--- src/rtl/alu_and_add_conff_pkg.sv ---
// Shared constants for the AND/Add/CON datapath slice: default bus width and
// the branch condition codes carried in IR C2[1:0].
package alu_and_add_conff_pkg;

   localparam int DATA_WIDTH_DEF = 32;

   localparam logic [1:0] COND_ZR = 2'b00;
   localparam logic [1:0] COND_NZ = 2'b01;
   localparam logic [1:0] COND_PL = 2'b10;
   localparam logic [1:0] COND_MI = 2'b11;

endpackage : alu_and_add_conff_pkg

--- src/rtl/alu_and_add_conff_if.sv ---
// Operand/result bundle between the control/datapath side (master) and the
// AND/Add/CON slice (slave).
interface alu_and_add_conff_if #(
   parameter int WIDTH = 32
) ();

   logic [WIDTH-1:0] y_in;
   logic [WIDTH-1:0] bus_in;
   logic             cin;
   logic [3:0]       c2;
   logic             con_in;
   logic [WIDTH-1:0] and_out;
   logic [WIDTH-1:0] sum;
   logic             cout;
   logic             branch_met;

   modport master (
      output y_in, bus_in, cin, c2, con_in,
      input  and_out, sum, cout, branch_met
   );

   modport slave (
      input  y_in, bus_in, cin, c2, con_in,
      output and_out, sum, cout, branch_met
   );

endinterface : alu_and_add_conff_if

--- src/rtl/alu_and_add_conff_cla4_slice.sv ---
// 4-bit carry-lookahead adder slice: all internal carries are flattened
// generate/propagate sums of products of the slice inputs and ci.
module cla4_slice (
   input  logic [3:0] a,
   input  logic [3:0] b,
   input  logic       ci,
   output logic [3:0] s,
   output logic       co
);

   logic [3:0] g;
   logic [3:0] p;
   logic [4:0] c;

   assign g = a & b;
   assign p = a ^ b;

   assign c[0] = ci;
   assign c[1] = g[0] | (p[0] & ci);
   assign c[2] = g[1] | (p[1] & g[0]) | (p[1] & p[0] & ci);
   assign c[3] = g[2] | (p[2] & g[1]) | (p[2] & p[1] & g[0])
               | (p[2] & p[1] & p[0] & ci);
   assign c[4] = g[3] | (p[3] & g[2]) | (p[3] & p[2] & g[1])
               | (p[3] & p[2] & p[1] & g[0])
               | (p[3] & p[2] & p[1] & p[0] & ci);

   assign s  = p ^ c[3:0];
   assign co = c[4];

endmodule : cla4_slice

--- src/rtl/alu_and_add_conff.sv ---
// AND / add / CON flip-flop datapath slice. AND and the adder are purely
// combinational; only the branch decision (CON flop) is registered.
module alu_and_add_conff
   import alu_and_add_conff_pkg::*;
#(
   parameter int WIDTH = DATA_WIDTH_DEF
) (
   input  logic               Clock,
   input  logic               Clear,
   alu_and_add_conff_if.slave alu
);

   localparam int N_SLICES = WIDTH / 4;

   logic [WIDTH-1:0]  sum_w;
   logic [N_SLICES:0] carry;
   logic              cond;
   logic              branch_met_q;
   logic              unused_c2_hi;

   function automatic logic eval_cond(input logic [1:0] code,
                                      input logic [WIDTH-1:0] v);
      logic res;
      res = 1'b0;
      case (code)
         COND_ZR: res = (v == '0);
         COND_NZ: res = (v != '0);
         COND_PL: res = ~v[WIDTH-1];
         COND_MI: res = v[WIDTH-1];
         default: res = 1'b0;
      endcase
      return res;
   endfunction

   assign alu.and_out = alu.y_in & alu.bus_in;

   // Lookahead inside each 4-bit slice, ripple between slices.
   assign carry[0] = alu.cin;

   for (genvar i = 0; i < N_SLICES; i++) begin : g_slice
      cla4_slice u_cla (
         .a  (alu.y_in[4*i +: 4]),
         .b  (alu.bus_in[4*i +: 4]),
         .ci (carry[i]),
         .s  (sum_w[4*i +: 4]),
         .co (carry[i+1])
      );
   end

   assign alu.sum  = sum_w;
   assign alu.cout = carry[N_SLICES];

   // Only the low two bits of C2 select the condition.
   assign unused_c2_hi = ^alu.c2[3:2];
   assign cond         = eval_cond(alu.c2[1:0], alu.bus_in);

   always_ff @(posedge Clock or negedge Clear) begin
      if (!Clear) begin
         branch_met_q <= 1'b0;
      end else if (alu.con_in) begin
         branch_met_q <= cond;
      end
   end

   assign alu.branch_met = branch_met_q;

endmodule : alu_and_add_conff

--- src/flat_wrapper.sv ---
// flat-port wrapper written by rule: the top's interface ports become plain ports
module alu_and_add_conff_flat import alu_and_add_conff_pkg::*;
#(
   parameter int WIDTH = DATA_WIDTH_DEF
)
  (Clock, Clear, alu_y_in, alu_bus_in, alu_cin, alu_c2, alu_con_in, alu_and_out, alu_sum, alu_cout, alu_branch_met);
  alu_and_add_conff_if #(.WIDTH(WIDTH)) alu_i ();
  input  logic Clock;
  input  logic Clear;
  input wire logic [$bits(alu_i.y_in)-1:0] alu_y_in;
  input wire logic [$bits(alu_i.bus_in)-1:0] alu_bus_in;
  input wire logic [$bits(alu_i.cin)-1:0] alu_cin;
  input wire logic [$bits(alu_i.c2)-1:0] alu_c2;
  input wire logic [$bits(alu_i.con_in)-1:0] alu_con_in;
  output wire logic [$bits(alu_i.and_out)-1:0] alu_and_out;
  output wire logic [$bits(alu_i.sum)-1:0] alu_sum;
  output wire logic [$bits(alu_i.cout)-1:0] alu_cout;
  output wire logic [$bits(alu_i.branch_met)-1:0] alu_branch_met;
  assign alu_i.y_in = alu_y_in;
  assign alu_i.bus_in = alu_bus_in;
  assign alu_i.cin = alu_cin;
  assign alu_i.c2 = alu_c2;
  assign alu_i.con_in = alu_con_in;
  assign alu_and_out = alu_i.and_out;
  assign alu_sum = alu_i.sum;
  assign alu_cout = alu_i.cout;
  assign alu_branch_met = alu_i.branch_met;
  alu_and_add_conff #(.WIDTH(WIDTH)) u_core (.Clock(Clock), .Clear(Clear), .alu(alu_i));
endmodule
--- config.mk ---
export PLATFORM = sky130hd
export DESIGN_NAME = alu_and_add_conff_flat
export DESIGN_NICKNAME = d
export VERILOG_FILES = /design/src/rtl/alu_and_add_conff_pkg.sv /design/src/rtl/alu_and_add_conff_if.sv /design/src/rtl/alu_and_add_conff_cla4_slice.sv /design/src/rtl/alu_and_add_conff.sv /design/src/flat_wrapper.sv
export SDC_FILE = /design/constraint.sdc
export NUM_CORES = 1
export LEC_CHECK = 0
export CAP_MARGIN = 5
export CORE_MARGIN = 4
export CORE_UTILIZATION = 25
export CTS_BUF_LIST = sky130_fd_sc_hd__clkbuf_16
export CTS_CLUSTER_DIAMETER = 100
export DETAILED_ROUTE_END_ITERATION = 8
export GPL_ROUTABILITY_DRIVEN = 0
export HOLD_SLACK_MARGIN = 0.05
export PLACE_DENSITY = 0.77
export SLEW_MARGIN = 30
export SYNTH_ARGS = -nofsm -noshare
export SYNTH_HDL_FRONTEND = slang
export SYNTH_SLANG_ARGS = --single-unit
--- constraint.sdc ---
create_clock -name Clock -period 3.7 [get_ports Clock]
set_input_delay 0.37 -clock Clock [delete_from_list [all_inputs] [get_ports Clock]]
set_output_delay 0.37 -clock Clock [all_outputs]
set_load 0.05 [all_outputs]
==> impl_metrics.yaml, run 1 <==
synth:
  synth.most_common_cell: "ha_1"
  avgSynthCellArea_um2: 8.79
  yosysTopAreaCell: "ha_1"
  syn-instance-count: 171
  synth_ff_type: "dfrtp_1"
  ys_seq_elements: 1
  synthTopCellsByArea: "ha_1 27%, fa_1 11%, xor2_1 9.3%"
  yosysSeqAreaShare_pct: 1.67
  async_flop_share_pct: 100
  synth_common_cells: "32 x ha_1, 17 x a21oi_1, 16 x xor2_1"
  synth_top_cell_area_share_pct: 26.6
  synth_cell_types: 36
  synth_area_um2: 1500
  synthesis.nets: 283
  synth-edff-count: 0
  yosys_warnings: 0
timing:
  setup_tns_ps: 0
  fmax_mhz: 279
  period_needed_ps: 3590
  skew_ps: 0
  setup_viol: 0
  grt_setup_unrepaired: "true"
  finalMaxSlewViolations: 0
  slew_headroom_pct: 64.5
  worstMarginPinSlew_ps: 531
  fin_crit_sh_pct: 97.0
  hold_violations: 0
floorplan:
  die-area_um2: 7320
  core_um2: 5680
  io_pins: 138
  start_util_pct: 26.5
  rows: 27
  dieWidth_um: 85.5
  die_h_um: 85.5
worst_setup_path:
  critPathLaunchType: "input port"
  cp.arrival_ps: 3220
  path_cells: "clkdlybuf4s50_1, ha_1, a21o_1, a21o_1, a21o_1, nor2_1, a21oi_4, a221oi_4, o21ai_1, fa_1, xor2_2, buf_12"
  crit_family: "compound AO/OA/AOI/OAI gates"
  critPathCaptureType: "output pin"
  crit_slowest_cell: "clkdlybuf4s50_1"
  critPathKind: "input port to output pin"
  cp_common_cell: "a21o_1"
  timing.critical_path.fanout_max: 3
  critPathLaunch: "alu_bus_in[17]"
  crit_buf_inv: 2
  cpPeakStageDelay_ps: 440
  reg2reg_from: "u_core.alu.branch_met"
  cp.required_ps: 3330
placed_design:
  port_buffers: 135
  place_area_um2: 3280
  place_inst: 387
  dp_hpwl_um: 5530
power:
  power.density_nw_per_um2: 329
  p_leak_nw: 1.48
  pwr-share-clk_pct: 0
  finalPower_mw: 1.10
  combPwrFrac_pct: 98.8
  intPower_mw: 0.501
  sw_frac_of_total_pct: 54.4
  pwr-share-seq_pct: 1.2
  ir_drop_v: 0.000196
  power.switching_mw: 0.597
drt:
  drcViolationCount: 0
  dr.pass1.iters: 4
  route.vias.total: 1894
  ant_nets: 0
  drt-vias-per-instance: 4.89
  drt-total-wl_um: 6100
  routedWlPerCell_um: 15.8
  drt_iter0_drc: 23
finish:
  diodes: 0
  fin_cells: 387
  final_util_pct: 58.8
  largest_reg_flops: 1
  drive_gt1_share_pct: 17.1
  num-nets-final: 429
  syn2layout_area_growth_pct: 122
  final_cell_area_um2: 3340
grt:
  grt_pass1_wl_um: 9270
  grt_pass1_vias: 1997
  grt_util_all_layers_pct: 15.2
  overflow: 0
  grt_max_degree: 6
  antenna_found_initial: 0
run_status:
  status: "finished, final reports clean"
min_path:
  hp-class: "flip-flop to flip-flop"
  min_from: "u_core.alu.branch_met"
cts:
  clk_latency_ps: 0
  cts.clk_slew.worst_paths_ps: 0
flow_run:
  drv_cap: 0
-- worst paths after layout --
check                      cells after the start  slack [ps]                    end
setup / recovery                              12         110            alu_sum[29]
hold / removal                                 1         510  u_core.alu.branch_met
setup reg to reg                               1        2960  u_core.alu.branch_met
hold reg to reg                                1         510  u_core.alu.branch_met
max in group asynchronous                      1        3080  u_core.alu.branch_met
min in group asynchronous                      1         520  u_core.alu.branch_met
-- layout by cell type, fill, tap and decap left out, types with 4 or more instances in the layout --
cell             instances
nor4_1                   6
o21bai_1                 6
buf_4                   11
clkdlybuf4s50_1        105
a21o_1                  14
ha_1                    30
a21oi_1                 16
nand2_1                  6
o21ai_0                  5
buf_12                  27
xor2_1                  13
nand4_1                  4
fa_1                     8
nor2_1                   6
inv_1                   12
xnor2_1                  9
-- per-layer routing --
| layer | up-vias | track usage (%) | routed length (µm) |
|---|---|---|---|
| li1 | 937 | - | - |
| met1 | 851 | 16.6 | 2290 |
| met2 | 96 | 29.2 | 3010 |
| met3 | 10 | 3.75 | 641 |
| met4 | 0 | 3.17 | 159 |
| met5 | - | 0 | 0 |
-- cell type report --
| class | instances | area, µm² |
|---|---|---|
| Fill cell | 476 | 2340 |
| Inverter | 12 | 45.0 |
| Multi-Input combinational cell | 158 | 1490 |
| Sequential cell | 1 | 25.0 |
| Tap cell | 72 | 90.1 |
| Timing Repair Buffer | 144 | 1690 |
-- cell families after synthesis --
logic type               count (synthesis)  synth area share (%)
AND/OR/NAND/NOR                         35                  14.0
flip-flops                               1                  1.67
AO/OA/AOI/OAI                           57                  28.7
buffers and inverters                   12                  3.00
XOR/XNOR                                25                  14.6
multiplexers                             1                 0.749
adder cells (fa/ha/maj)                 40                  37.3
-- per-stage QoR --
| step | hold WS [ps] | setup WS, ps |
|---|---|---|
| finish | 507 | 111 |
| global route | 529 | -39.7 |
| CTS | 515 | 31.0 |
| detailed placement | 515 | 8.65 |
| global placement | 518 | 79.6 |
| floorplan | 74.4 | 62.5 |
-- repair_timing --
item | 4_1_cts | 5_1_grt
resized for setup | 1 | 9
setup endpoints to repair | 1 | 6
setup buffers | 0 | 0
gates cloned | 0 | 0
hold buffers | 0 | 0
-- power groups by stage --
stage	clock, mW	sequential [mW]	combinational (mW)
2_1_floorplan	0	0.0194	0.577
3_3_place_gp	0	0.0136	1.06
3_5_place_dp	0	0.0136	1.08
4_1_cts	0	0.0136	1.08
5_1_grt	0	0.0137	1.13
6_report	0	0.0136	1.08
(Power assumes the default switching activity.)
==> run 2, diff against run 1 <==
CORE_MARGIN = 1   (was 4)
==> impl_metrics.yaml, run 2 (synthesized netlist as in run 1, its figures left out) <==
run_status:
  status: "finished, final reports clean"
floorplan:
  die_h_um: 79.5
  dieWidth_um: 79.5
  core_um2: 5640
  rows: 27
  die-area_um2: 6330
  io_pins: 138
  start_util_pct: 26.6
timing:
  period_needed_ps: 3580
  fin_ws_ps: 122
  skew_ps: 0
  finalMaxSlewViolations: 0
  grt_setup_unrepaired: "true"
  setup_viol: 0
  fin_crit_sh_pct: 96.7
  setup_tns_ps: 0
  fmax_mhz: 280
  hold_violations: 0
  slew_headroom_pct: 64.7
  worstMarginPinSlew_ps: 527
worst_setup_path:
  reg2reg_from: "u_core.alu.branch_met"
  cp.required_ps: 3330
  timing.critical_path.fanout_max: 3
  rrSetupSlack_ps: 2970
  critPathCaptureType: "output pin"
  critPathLaunchType: "input port"
  cp.arrival_ps: 3210
  r2r-end: "u_core.alu.branch_met"
  ff2ff_path_depth: 1
  critPathKind: "input port to output pin"
drt:
  dr.pass1.iters: 4
  drcViolationCount: 0
  ant_nets: 0
  routedWlPerCell_um: 15.1
  drt-total-wl_um: 5910
  drt_iter0_drc: 54
  drt-vias-per-instance: 4.94
  route.vias.total: 1937
grt:
  grt_pass1_vias: 1986
  grt_pass1_wl_um: 9050
  grt_util_all_layers_pct: 17.6
  overflow: 0
  grt_max_degree: 6
  antenna_found_initial: 0
power:
  p_leak_nw: 1.50
  ir_drop_v: 0.000221
  power.density_nw_per_um2: 325
  finalPower_mw: 1.10
min_path:
  hold_depth: 1
  min_to: "u_core.alu.branch_met"
  hp-class: "flip-flop to flip-flop"
  min_from: "u_core.alu.branch_met"
finish:
  layout_commonest_cell: "clkdlybuf4s50_1"
  drive_gt1_share_pct: 19.1
  fillers: 470
  most-common-layout-cells: "105 x clkdlybuf4s50_1, 29 x ha_1, 26 x buf_12"
  diodes: 0
  regArea_um2: 25.0
  multi_input_area_um2: 1500
  final_util_pct: 59.8
  largest_reg_flops: 1
  num-nets-final: 434
  syn2layout_area_growth_pct: 125
placed_design:
  dp_slack_ps: -6.79
  dp_hpwl_um: 5330
  port_buffers: 135
cts:
  cts.clk_slew.worst_paths_ps: 0
  ctsHoldBuffers: 0
  clk_latency_ps: 0
  post-cts-setup-buffers: 0
flow_run:
  drv_cap: 0
-- run 2: cell count changes in the layout (fill, tap and decap cells not counted), sizes merged --
| cell | before | now |
|---|---|---|
| buf | 38 | 43 |
-- run 2: how the worst max path moves through the flow --
stage                        to  cells after the start  slack (ps)      startpoint
floorplan           alu_sum[29]                     10          60  alu_bus_in[16]
global placement    alu_sum[29]                     12          70  alu_bus_in[17]
detailed placement  alu_sum[29]                     12          -7  alu_bus_in[17]
CTS                 alu_sum[29]                     12           6  alu_bus_in[17]
global route        alu_sum[31]                     11         -10   alu_bus_in[4]
finish              alu_sum[21]                     10         120  alu_bus_in[14]
-- run 2: area by class of cell --
cell class              count  area share [%]
inverters                  12            1.33
multi-input cells         158            44.5
flip-flops and latches      1           0.742
well taps                  72            2.67
repair buffers            149            50.7
-- run 2: critical path: stages --
cell             delay (ps)
clkdlybuf4s50_1         470
ha_1                    340
nand4_1                 230
inv_1                    70
a22o_1                  240
or3_2                   490
a21o_1                  210
fa_1                    420
xor2_2                  200
buf_12                  160
-- run 2: repair_timing --
action | CTS | global route
pin swaps | 0 | 7
setup endpoints to repair | 1 | 7
hold endpoints to repair | 0 | 0
gates resized for setup | 1 | 12
-- run 2: metal layers --
metal	vias to the layer above	GRT usage (%)	routed length, µm
li1	946	-	-
met1	883	19.8	2320
met2	104	35.0	3030
met3	4	2.63	492
met4	0	2.00	62
met5	-	0	0
-- run 2: power breakdown --
| group | switching (mW) | total [mW] | internal, mW |
|---|---|---|---|
| Sequential | 0.000790 | 0.0136 | 0.0128 |
| Combinational | 0.597 | 1.08 | 0.486 |
| Clock | 0 | 0 | 0 |
-- run 2: through the flow --
stage / hold slack (ps) / instance area (µm²) / cells
floorplan: 74.4 / 1500 / 171
global placement: 494 / 3300 / 392
detailed placement: 500 / 3300 / 392
CTS: 500 / 3310 / 392
global route: 518 / 3370 / 392
finish: 502 / 3370 / 392
==> run 3, diff against run 2 <==
clock period = 4.3 ns   (was 3.7 ns; I/O delays follow)
==> impl_metrics.yaml, run 3 (synthesized netlist as in run 1, its figures left out) <==
run_status:
  status: "finished, final reports clean"
finish:
  regArea_um2: 25.0
  num-nets-final: 420
  final_cell_area_um2: 2990
  drive_gt1_share_pct: 8.82
  layout_commonest_cell: "clkdlybuf4s50_1"
  fillers: 552
  syn2layout_area_growth_pct: 98.9
  largest_reg_flops: 1
  most-common-layout-cells: "118 x clkdlybuf4s50_1, 32 x ha_1, 17 x a21oi_1"
  diodes: 0
  multi_input_area_um2: 1430
timing:
  slew_headroom_pct: 65.0
  whs_ps: 496
  fmax_mhz: 251
  finalMaxSlewViolations: 0
  skew_ps: 0
  setup_viol: 0
  period_needed_ps: 3990
  grt_setup_unrepaired: "false"
  setup_tns_ps: 0
  fin_crit_sh_pct: 92.8
  hold_violations: 0
  worstMarginPinSlew_ps: 524
worst_setup_path:
  crit_slowest_cell: "clkdlybuf4s50_1"
  ff2ff_path_depth: 1
  crit_family: "compound AO/OA/AOI/OAI gates"
  cp.required_ps: 3870
  cpPeakStageDelay_ps: 430
  cp.arrival_ps: 3560
  crit_buf_inv: 2
  critPathKind: "input port to output pin"
  path_depth: 12
  critPathCaptureType: "output pin"
  cp_common_cell: "a21o_1"
  timing.critical_path.fanout_max: 5
  path_cells: "clkdlybuf4s50_1, ha_1, a21o_1, a21o_1, a21o_1, o21ai_0, a21oi_2, a221oi_4, o21ai_0, fa_1, xor2_1, buf_12"
  critPathLaunchType: "input port"
power:
  finalPower_mw: 0.803
  ir_drop_v: 0.000197
  power.density_nw_per_um2: 269
  p_leak_nw: 1.33
grt:
  grt_pass1_wl_um: 8540
  grt_util_all_layers_pct: 16.8
  grt_pass1_vias: 1881
  antenna_found_initial: 0
  overflow: 0
  grt_max_degree: 6
drt:
  dr.pass1.iters: 4
  drt-total-wl_um: 5570
  route.vias.total: 1862
  ant_nets: 0
  drcViolationCount: 0
  routedWlPerCell_um: 14.7
  drt-vias-per-instance: 4.93
  drt_iter0_drc: 26
floorplan:
  io_pins: 138
  core_um2: 5640
  start_util_pct: 26.6
  rows: 27
  dieWidth_um: 79.5
  die_h_um: 79.5
  die-area_um2: 6330
min_path:
  hold_depth: 1
  hp-class: "flip-flop to flip-flop"
placed_design:
  place_area_um2: 2990
  port_buffers: 135
  dp_hpwl_um: 5110
cts:
  ctsResizeCount: 0
  ctsHoldBuffers: 0
  post-cts-setup-buffers: 0
  cts.clk_slew.worst_paths_ps: 0
  clk_latency_ps: 0
flow_run:
  drv_cap: 0
## run 3: cell type report
cell class | count | share of cell area, %
sequential | 1 | 0.837
multi-input combinational | 158 | 47.9
inverter | 12 | 1.51
tap | 72 | 3.01
timing repair buffer | 135 | 46.7
## run 3: through the flow
stage / cells / utilization, % / setup WS [ps]
after global routing: 378 / 53.0 / 87.9
after global placement: 378 / 53.0 / 378
after detailed placement: 378 / 53.0 / 288
after floorplan: 171 / - / 543
after CTS: 378 / 53.0 / 274
final: 378 / 53.0 / 310
## run 3: path summary, 6_finish.rpt
kind                                       start  slack [ps]                     to
min in group asynchronous                  Clear         580  u_core.alu.branch_met
min reg2reg                u_core.alu.branch_met         500  u_core.alu.branch_met
max                               alu_bus_in[17]         310            alu_sum[29]
max in group asynchronous                  Clear        3620  u_core.alu.branch_met
max reg2reg                u_core.alu.branch_met        3570  u_core.alu.branch_met
min                        u_core.alu.branch_met         500  u_core.alu.branch_met
## run 3: power breakdown
group	switching [mW]	internal, mW	total, mW	leakage (nW)
clock network	0	0	0	0
logic	0.481	0.311	0.792	1.31
registers	0.000632	0.0110	0.0116	0.0117
## run 3: per-layer routing
metal / up-vias / track usage (%) / routed length, µm
met5: - / 0 / 0
met4: 0 / 1.27 / 40
met3: 4 / 2.06 / 445
met2: 102 / 35.0 / 2890
met1: 835 / 18.2 / 2190
li1: 921 / - / -
